--- src/rtl/pong_pkg.sv ---
// Shared definitions for the pong datapath: paddle command codes, the paddle
// speed state and the default playfield geometry also used by the renderer.
package pong_pkg;

  // Two-bit paddle command codes; 2'b11 is illegal and treated as idle.
  localparam logic [1:0] CMD_IDLE  = 2'b00;
  localparam logic [1:0] CMD_LEFT  = 2'b01;
  localparam logic [1:0] CMD_RIGHT = 2'b10;

  // Paddle speed state.
  typedef enum logic [1:0] {
    IDLE = 2'b00,
    SLOW = 2'b01,
    FAST = 2'b10
  } paddle_state_t;

  // Default geometry and motion constants.
  localparam int POS_W_DEF       = 10;
  localparam int SCREEN_W_DEF    = 640;
  localparam int PADDLE_W_DEF    = 80;
  localparam int STEP_SLOW_DEF   = 2;
  localparam int STEP_FAST_DEF   = 6;
  localparam int ACCEL_TICKS_DEF = 4;

endpackage

--- src/rtl/paddle_cmd_latch.sv ---
// Sticky left/right latch for one frame window. Accumulates what the button
// controller asked for between ticks and reports the window's direction
// (including the command present in the tick cycle itself).
module paddle_cmd_latch
  import pong_pkg::*;
(
  input  logic       clk,
  input  logic       reset,
  input  logic [1:0] paddle,
  input  logic       tick,
  output logic [1:0] win
);

  logic left_seen;
  logic right_seen;
  logic cur_left;
  logic cur_right;

  // Flags as they would stand including the current cycle's command.
  assign cur_left  = left_seen  | (paddle == CMD_LEFT);
  assign cur_right = right_seen | (paddle == CMD_RIGHT);

  // Resolve the window: exactly one direction wins, both or neither is idle.
  always_comb begin
    // NOTE: every combinational output gets a default first so no path can leave it unassigned (no latch).
    win = CMD_IDLE;
    if (cur_left && !cur_right) begin
      win = CMD_LEFT;
    end else if (cur_right && !cur_left) begin
      win = CMD_RIGHT;
    end
  end

  // Accumulate flags between ticks; a tick clears them and drops the tick-cycle command.
  always_ff @(posedge clk or negedge reset) begin
    // NOTE: state is updated with non-blocking assignments so all registers see pre-edge values.
    if (!reset) begin
      left_seen  <= 1'b0;
      right_seen <= 1'b0;
    end else if (tick) begin
      left_seen  <= 1'b0;
      right_seen <= 1'b0;
    end else begin
      left_seen  <= cur_left;
      right_seen <= cur_right;
    end
  end

endmodule

--- src/rtl/paddle_tracker.sv ---
// Per-player paddle position integrator. Once per frame tick it applies the
// window's direction with a slow/fast acceleration scheme and clamps the
// paddle's left edge to [0, SCREEN_W - PADDLE_W].
module paddle_tracker
  import pong_pkg::*;
#(
  parameter int POS_W       = POS_W_DEF,
  parameter int SCREEN_W    = SCREEN_W_DEF,
  parameter int PADDLE_W    = PADDLE_W_DEF,
  parameter int STEP_SLOW   = STEP_SLOW_DEF,
  parameter int STEP_FAST   = STEP_FAST_DEF,
  parameter int ACCEL_TICKS = ACCEL_TICKS_DEF
) (
  input  logic             clk,
  input  logic             reset,
  input  logic [1:0]       paddle,
  input  logic             tick,
  output logic [POS_W-1:0] pos,
  output logic             at_left,
  output logic             at_right,
  output logic [1:0]       moving
);

  localparam int MAX_POS = SCREEN_W - PADDLE_W;
  localparam int CNT_W   = $clog2(ACCEL_TICKS + 1);

  // Position arithmetic is one bit wider than the bus so right moves cannot wrap.
  localparam logic [POS_W:0]     MAX_X       = (POS_W+1)'(MAX_POS);
  localparam logic [POS_W:0]     STEP_SLOW_X = (POS_W+1)'(STEP_SLOW);
  localparam logic [POS_W:0]     STEP_FAST_X = (POS_W+1)'(STEP_FAST);
  localparam logic [POS_W-1:0]   RESET_POS   = POS_W'(MAX_POS / 2);
  localparam logic [CNT_W-1:0]   ACCEL_X     = CNT_W'(ACCEL_TICKS);
  localparam logic [CNT_W-1:0]   CNT_ONE     = CNT_W'(1);

  paddle_state_t    state, state_n;
  logic [CNT_W-1:0] run_cnt, run_n;
  logic [1:0]       moving_n;
  logic [POS_W-1:0] pos_n;
  logic [POS_W:0]   pos_ext;
  logic [POS_W:0]   pos_calc;
  logic [POS_W:0]   step;
  logic [1:0]       win;

  paddle_cmd_latch u_latch (
    .clk    (clk),
    .reset  (reset),
    .paddle (paddle),
    .tick   (tick),
    .win    (win)
  );

  // Next speed state, run length, direction and clamped position for this tick.
  always_comb begin
    state_n  = state;
    run_n    = run_cnt;
    moving_n = moving;
    step     = '0;
    pos_ext  = {1'b0, pos};
    pos_calc = pos_ext;
    if (tick) begin
      if (win == CMD_IDLE) begin
        state_n  = IDLE;
        run_n    = '0;
        moving_n = CMD_IDLE;
      end else begin
        moving_n = win;
        if (state == IDLE || win != moving) begin
          // A fresh run always starts slow.
          state_n = SLOW;
          run_n   = CNT_ONE;
          step    = STEP_SLOW_X;
          if (CNT_ONE >= ACCEL_X) begin
            state_n = FAST;
          end
        end else if (state == SLOW) begin
          step = STEP_SLOW_X;
          if (run_cnt < ACCEL_X) begin
            run_n = run_cnt + 1'b1;
          end
          if (run_n >= ACCEL_X) begin
            state_n = FAST;
          end
        end else begin
          step = STEP_FAST_X;
        end
        // Clamp at the walls; hitting one leaves the speed state alone.
        if (win == CMD_LEFT) begin
          pos_calc = (pos_ext < step) ? '0 : pos_ext - step;
        end else begin
          pos_calc = (pos_ext + step > MAX_X) ? MAX_X : pos_ext + step;
        end
      end
    end
    pos_n = pos_calc[POS_W-1:0];
  end

  // Register state and outputs; edge flags are derived from the same next position.
  always_ff @(posedge clk or negedge reset) begin
    if (!reset) begin
      state    <= IDLE;
      run_cnt  <= '0;
      moving   <= CMD_IDLE;
      pos      <= RESET_POS;
      at_left  <= 1'b0;
      at_right <= 1'b0;
    end else begin
      state    <= state_n;
      run_cnt  <= run_n;
      moving   <= moving_n;
      pos      <= pos_n;
      at_left  <= (pos_n == '0);
      at_right <= ({1'b0, pos_n} == MAX_X);
    end
  end

endmodule

--- config.mk ---
export PLATFORM = sky130hd
export DESIGN_NAME = paddle_tracker
export DESIGN_NICKNAME = d
export VERILOG_FILES = /design/src/rtl/pong_pkg.sv /design/src/rtl/paddle_cmd_latch.sv /design/src/rtl/paddle_tracker.sv
export SDC_FILE = /design/constraint.sdc
export NUM_CORES = 1
export LEC_CHECK = 0
export BUFFER_PORTS_ARGS = -buffer_cell sky130_fd_sc_hd__buf_2
export CORE_MARGIN = 4
export CORE_UTILIZATION = 60
export CTS_CLUSTER_DIAMETER = 200
export DETAILED_ROUTE_END_ITERATION = 6
export PLACE_DENSITY = 0.89
export SLEW_MARGIN = 20
export SYNTH_ARGS = -nofsm -noshare
export SYNTH_HDL_FRONTEND = slang
export SYNTH_SLANG_ARGS = --single-unit
--- constraint.sdc ---
create_clock -name clk -period 11.6 [get_ports clk]
set_clock_uncertainty 0.1 [all_clocks]
set_input_delay 0.58 -clock clk [delete_from_list [all_inputs] [get_ports clk]]
set_output_delay 0.58 -clock clk [all_outputs]
set_load 0.02 [all_outputs]
==> flow_summary.json, run 1 <==
{
  "synth_cell_type_count": 63,
  "end_kind": "flip-flop",
  "n_fill_cell": 248,
  "clk_path_buf_depth": 2,
  "place_hpwl_microns": 3010,
  "die_h_microns": 63.1,
  "clkTransAtPathRegs_ns": 0.12,
  "grt_busiest_layer": "met2",
  "cts_hold_buf": 0,
  "max_freq_ghz": 0.223,
  "io_pins": 19,
  "switchingPower_uw": 208,
  "cts_sinks": 21,
  "wl_per_cell_microns": 17.1,
  "p_leak_nw": 0.797,
  "syn_area_per_cell_sq_um": 9.36,
  "setup_viol": 0,
  "grt_pass1_vias": 1410,
  "tns_ns": 0,
  "outcome": "finished, final reports clean",
  "period_share": 0.386,
  "post_cts_buffers": 0,
  "gr-usage-all-layers": 0.215,
  "hold_path_class": "input port to asynchronous set/reset pin",
  "insertion_delay_ns": 0.31,
  "crit_type": "input port to flip-flop",
  "syn_to_final_growth_pct": 0.754,
  "drt-total-wl_microns": 4010,
  "slew_headroom": 0.558,
  "synth_area_sq_um": 1820,
  "start_kind": "input port",
  "io_buffer_count": 18,
  "first_pass_iters": 4,
  "p_int_uw": 190,
  "ys.flop_type": "dfrtp_1",
  "cts_max_level": 1,
  "final-hold-violation-count": 0,
  "viasPerCell": 6.44,
  "cts_buffers": 3,
  "drv_cap": 0,
  "layout_commonest_cell": "nor2_1",
  "drt_iter0_markers": 115,
  "p_per_area_nw_per_um2": 217,
  "final_nets": 217,
  "initial_utilization": 0.645,
  "met2_usage": 0.343,
  "timing.final.crit_period_ns": 4.48,
  "tightest_slew_ns": 0.663,
  "coreArea_sq_um": 2830,
  "async_flop_share": 1.00,
  "cts_tree": "yes",
  "syn_inst": 195,
  "cp.arrival_ns": 4.62,
  "vias": 1514,
  "synth_warnings": 0,
  "overflow": 0,
  "crit_required_ns": 11.73,
  "grtUsageMet3": 0.0533,
  "ys_seq_area_frac": 0.290,
  "synth_edf_count": 0,
  "post_cts_resized": 0,
  "grt_max_degree": 22,
  "pre_cts_slack_ns": 6.83,
  "peakVddDrop_uv": 137,
  "grt_pass1_wl_microns": 6910,
  "fin_ws_ns": 7.12,
  "share_comb_of_total_power": 0.553,
  "crit_fanout": 10,
  "p_seq_frac": 0.356,
  "n_antenna_cell": 0,
  "place_congestion": 0.951,
  "ys_ff_latch": 21,
  "p_clk_frac": 0.091,
  "ant_nets": 0,
  "fp-row-count": 19,
  "use_met1": 0.307,
  "rsz0062_at_grt": "false",
  "syn_nets": 207,
  "drcViolationCount": 0,
  "die_area_sq_um": 3990,
  "fp.dieW_microns": 63.1,
  "antenna_found_initial": 0,
  "maxSlewViolCount": 0,
  "cts-root-buf": "clkbuf_4",
  "drive_gt1_frac": 0.230,
  "switching_share": 0.524,
  "layout_common_cells": "nor2_1 (19), dfrtp_1 (18), buf_2 (18)"
}
==> power by group through the flow <==
stage	Combinational, mW	Sequential, mW	Clock, mW
floorplan	0.191	0.129	0
global placement	0.213	0.141	0
detailed placement	0.215	0.142	0
CTS	0.217	0.140	0.0385
global route	0.239	0.149	0.0418
finish	0.220	0.142	0.0361
==> path summary, 6_finish.rpt <==
path	start	end	slack, ns	depth (start not counted)
min in group clk	run_cnt[1]$_DFFE_PN0P_	run_cnt[1]$_DFFE_PN0P_	0.43	2
min	reset	u_latch.right_seen$_DFF_PN0_	0.10	1
max	paddle[1]	at_left$_DFF_PN0_	7.12	16
max reg2reg	u_latch.left_seen$_DFF_PN0_	at_left$_DFF_PN0_	7.12	14
max in group asynchronous	reset	pos[8]$_DFF_PN1_	10.95	1
min reg2reg	run_cnt[1]$_DFFE_PN0P_	run_cnt[1]$_DFFE_PN0P_	0.43	2
==> layout make-up <==
| class | count | area [sq um] | share of cell area |
|---|---|---|---|
| Tap cell | 31 | 38.8 | 0.0211 |
| Sequential cell | 21 | 529 | 0.288 |
| Clock buffer | 3 | 22.5 | 0.0123 |
| Timing Repair Buffer | 18 | 90.1 | 0.0490 |
| Multi-Input combinational cell | 150 | 1110 | 0.604 |
| Clock inverter | 1 | 5.00 | 0.00272 |
| Inverter | 11 | 41.3 | 0.0225 |
==> synthesized netlist by cell type (all sizes together), types with 4 or more instances <==
cell	number	area [sq um]
nor2	19	71.3
dfrtp	18	450
o21ai	18	93.8
nand2	16	62.6
a21oi	11	55.1
inv	11	41.3
clkbuf	9	104
nand3	6	30.0
nor3	6	46.3
ha	5	62.6
a31oi	4	31.3
buf	4	38.8
o211ai	4	30.0
o21a	4	30.0
==> metrics by stage <==
stage               power (mW)  hold slack (ns)  std cells   util  area (sq um)
finish                   0.398            0.100        235  0.650          1840
global placement         0.354            0.374        231  0.640          1810
detailed placement       0.357            0.395        231  0.640          1810
floorplan                0.320            0.184        195      -          1820
CTS                      0.396            0.109        235  0.650          1840
global route             0.429            0.136        235  0.650          1840
==> cell families (layout without fill, tap and decap cells) <==
kind of cell | Yosys count | in the layout | share of synthesized area
compound gates | 60 | 60 | 0.250
xor+xnor | 5 | 5 | 0.0240
fa+ha+maj | 7 | 7 | 0.0562
buf+inv | 24 | 33 | 0.101
flops | 21 | 21 | 0.290
mux | 6 | 6 | 0.0439
simple gates | 72 | 72 | 0.235
==> worst max-delay path, stage by stage <==
cell       delay, ns
buf_2           0.09
inv_1           0.04
a21oi_1         0.22
inv_1           0.08
ha_1            0.36
xor2_1          0.22
nor3_1          0.37
nand2_1         0.20
fa_1            0.59
nor3_4          0.39
mux2i_4         0.43
a21oi_1         0.14
a2111oi_4       0.36
o211ai_1        0.17
nor3_2          0.16
nor4b_4         0.22
==> registers in the layout, indices dropped and copies added (netlist names) <==
register / cells
u_latch.left_seen: 1
pos: 10
state: 2
at_left: 1
moving: 2
run_cnt: 3
at_right: 1
u_latch.right_seen: 1
==> layer usage <==
layer  vias to the layer above  part of all wire
li1                        735                 -
met1                       701              0.44
met2                        74              0.44
met3                         4              0.11
met4                         0            0.0065
met5                         -                 0
(Power assumes the default switching activity.)
==> run 2, diff against run 1 <==
--- a/config.mk
+++ b/config.mk
@@ -5,12 +5,13 @@
 export SDC_FILE = /design/constraint.sdc
 export NUM_CORES = 1
 export LEC_CHECK = 0
+export ABC_AREA = 1
 export BUFFER_PORTS_ARGS = -buffer_cell sky130_fd_sc_hd__buf_2
 export CORE_MARGIN = 4
-export CORE_UTILIZATION = 60
+export CORE_UTILIZATION = 53
 export CTS_CLUSTER_DIAMETER = 200
 export DETAILED_ROUTE_END_ITERATION = 6
-export PLACE_DENSITY = 0.89
+export PLACE_DENSITY = 0.84
 export SLEW_MARGIN = 20
 export SYNTH_ARGS = -nofsm -noshare
 export SYNTH_HDL_FRONTEND = slang
==> constraint.sdc (replaced) <==
create_clock -name clk -period 4.1 [get_ports clk]
set_clock_uncertainty 0.1 [all_clocks]
set_input_delay 0.205 -clock clk [delete_from_list [all_inputs] [get_ports clk]]
set_output_delay 0.205 -clock clk [all_outputs]
set_load 0.02 [all_outputs]
==> flow_summary.json, run 2 <==
{
  "reg2reg_depth": 25,
  "insertion_delay_ns": 0.30,
  "initial_utilization": 0.554,
  "synth_top_cells_by_count": "nand2_1 (62), inv_1 (38), nor2_1 (25)",
  "ys.flop_type": "dfrtp_1",
  "period_share": 0.868,
  "antenna_found_initial": 0,
  "start_kind": "flip-flop",
  "syn_to_final_growth_pct": 9.46,
  "max_flop_register": "pos",
  "synth_warnings": 0,
  "share_comb_of_total_power": 0.611,
  "drcViolationCount": 0,
  "drt_iter0_markers": 76,
  "fp.dieW_microns": 64.7,
  "crit_fanout": 7,
  "p_int_uw": 567,
  "cts_tree": "yes",
  "outcome": "finished, final reports clean",
  "cts_max_level": 1,
  "place_congestion": 0.892,
  "synth_cell_type_count": 36,
  "tns_ns": 0,
  "overflow": 0,
  "yosys.area.top_type_share": 0.264,
  "crit_required_ns": 4.23,
  "power_mw": 1.25,
  "p_per_area_nw_per_um2": 667,
  "largest_reg_flops": 10,
  "p_seq_frac": 0.308,
  "ant_nets": 0,
  "setup_viol": 0,
  "drv_cap": 0,
  "end_kind": "flip-flop",
  "async_flop_share": 1.00,
  "cts_sinks": 21,
  "n_antenna_cell": 0,
  "cts-root-buf": "clkbuf_4",
  "grt_pass1_vias": 1399,
  "gr-usage-all-layers": 0.189,
  "io_pins": 19,
  "coreArea_sq_um": 3080,
  "syn_area_per_cell_sq_um": 7.02,
  "wl_per_cell_microns": 12.0,
  "cts_buffers": 3,
  "fp-row-count": 20,
  "layout_common_cells": "nand2_1 (62), inv_1 (38), nor2_1 (25)",
  "rrSetupSlack_ns": 0.54,
  "peakVddDrop_uv": 264,
  "clk_path_buf_depth": 2,
  "synth_top_area_cell": "dfrtp_1",
  "max_freq_ghz": 0.281,
  "p_clk_frac": 0.081,
  "io_buffer_count": 18,
  "first_pass_iters": 4,
  "p_leak_nw": 1.01,
  "slew_headroom": 0.694,
  "die_h_microns": 64.7,
  "grt_pass1_wl_microns": 6330,
  "syn_inst": 243,
  "timing.final.crit_period_ns": 3.56,
  "ys_ff_latch": 21,
  "final-hold-violation-count": 0,
  "drive_gt1_frac": 0.240,
  "hold_path_class": "input port to flip-flop",
  "layout_commonest_cell": "nand2_1",
  "place_hpwl_microns": 2940,
  "viasPerCell": 5.02,
  "worstHoldPathCells": 2,
  "yosysMostFrequentCell": "nand2_1",
  "top_regs": "pos x10, run_cnt x3",
  "switchingPower_uw": 679,
  "synth_edf_count": 0,
  "grt_max_degree": 22,
  "synth_area_sq_um": 1710,
  "die_area_sq_um": 4190,
  "clkTransAtPathRegs_ns": 0.13,
  "cp.arrival_ns": 3.69,
  "maxSlewViolCount": 0,
  "syn_nets": 255,
  "post_cts_buffers": 0,
  "postLayoutCoreUtil": 0.607,
  "synth_area_leaders": "dfrtp_1 (26%), nand2_1 (14%), inv_1 (8.4%)",
  "vias": 1535,
  "switching_share": 0.545,
  "ys_seq_area_frac": 0.310,
  "crit_type": "flip-flop to flip-flop",
  "tightest_slew_ns": 0.459,
  "drt-total-wl_microns": 3680,
  "rsz0062_at_grt": "false",
  "final_nets": 275
}
==> run 2: per-layer routing <==
layer / vias to the layer above / routed length, microns / track usage
met4: 0 / 63 / 0.0554
met1: 702 / 1710 / 0.271
met3: 7 / 198 / 0.0191
met5: - / 0 / 0
li1: 788 / - / -
met2: 38 / 1710 / 0.301
==> run 2: power by group through the flow <==
stage / Clock, mW / Sequential, mW / Combinational (mW)
floorplan: 0 / 0.401 / 0.572
global placement: 0 / 0.384 / 0.750
detailed placement: 0 / 0.388 / 0.755
CTS: 0.103 / 0.384 / 0.762
global route: 0.114 / 0.398 / 0.857
finish: 0.101 / 0.383 / 0.762
==> run 2: cells by family (layout without fill, tap and decap cells) <==
group,after synthesis,count (layout),synth area share
AO/OA/AOI/OAI,29,29,0.108
multiplexers,1,1,0.00587
buffers and inverters,48,67,0.110
XOR/XNOR,8,8,0.0411
flip-flops,21,21,0.310
AND/OR/NAND/NOR,129,129,0.365
adder cells (fa/ha/maj),7,7,0.0601
==> run 2: stage by stage <==
stage          setup slack, ns  instance area (sq um)  hold WS (ns)  instances
5_1_grt                  0.174                   1870        0.0529        306
4_1_cts                  0.545                   1870        0.0533        306
2_1_floorplan            0.999                   1710        -0.191        243
3_5_place_dp             0.494                   1830        0.0849        301
3_3_place_gp             0.618                   1830        0.0810        301
6_report                 0.540                   1870        0.0577        306
==> run 2: layout make-up <==
class / count / area (sq um)
fill: 290 / 1210
multi-input combinational: 174 / 990
sequential: 21 / 529
inverter: 44 / 166
timing repair buffer: 19 / 100
tap: 44 / 55.1
clock buffer: 3 / 22.5
clock inverter: 1 / 5.00
==> run 2: final timing paths <==
kind,from,to
setup / recovery,u_latch.left_seen$_DFF_PN0_,at_right$_DFF_PN0_
hold / removal,tick,u_latch.right_seen$_DFF_PN0_
setup reg to reg,u_latch.left_seen$_DFF_PN0_,at_right$_DFF_PN0_
hold reg to reg,run_cnt[1]$_DFFE_PN0P_,run_cnt[1]$_DFFE_PN0P_
max in group asynchronous,reset,pos[8]$_DFF_PN1_
min in group asynchronous,reset,run_cnt[0]$_DFFE_PN0P_
==> run 2: timing repair <==
item | in CTS | in global routing
resized for setup | 0 | 0
endpoints found under the hold margin | 18 | 0
hold buffers | 1 | 0
endpoints found under the setup margin | 0 | 0
==> run 2: critical path, stage by stage (launching register included) <==
cell and delay, ns:
dfrtp_1 0.38, inv_1 0.06, nand2_1 0.07, ha_1 0.30, inv_2 0.17, o22ai_1 0.11, a21oi_1 0.13, nand2_1 0.13
a21oi_1 0.31, inv_1 0.12, fa_1 0.42, inv_1 0.14, nand2_1 0.07, nand2_1 0.07, nor2_1 0.06, nor2_2 0.10
nand2_2 0.07, nand4_4 0.07, nand2_4 0.08, nand2_4 0.07, nand2_4 0.06, nand2_2 0.08, nand2_1 0.07, nor2_1 0.09
nand2_1 0.06, nor2_1 0.10
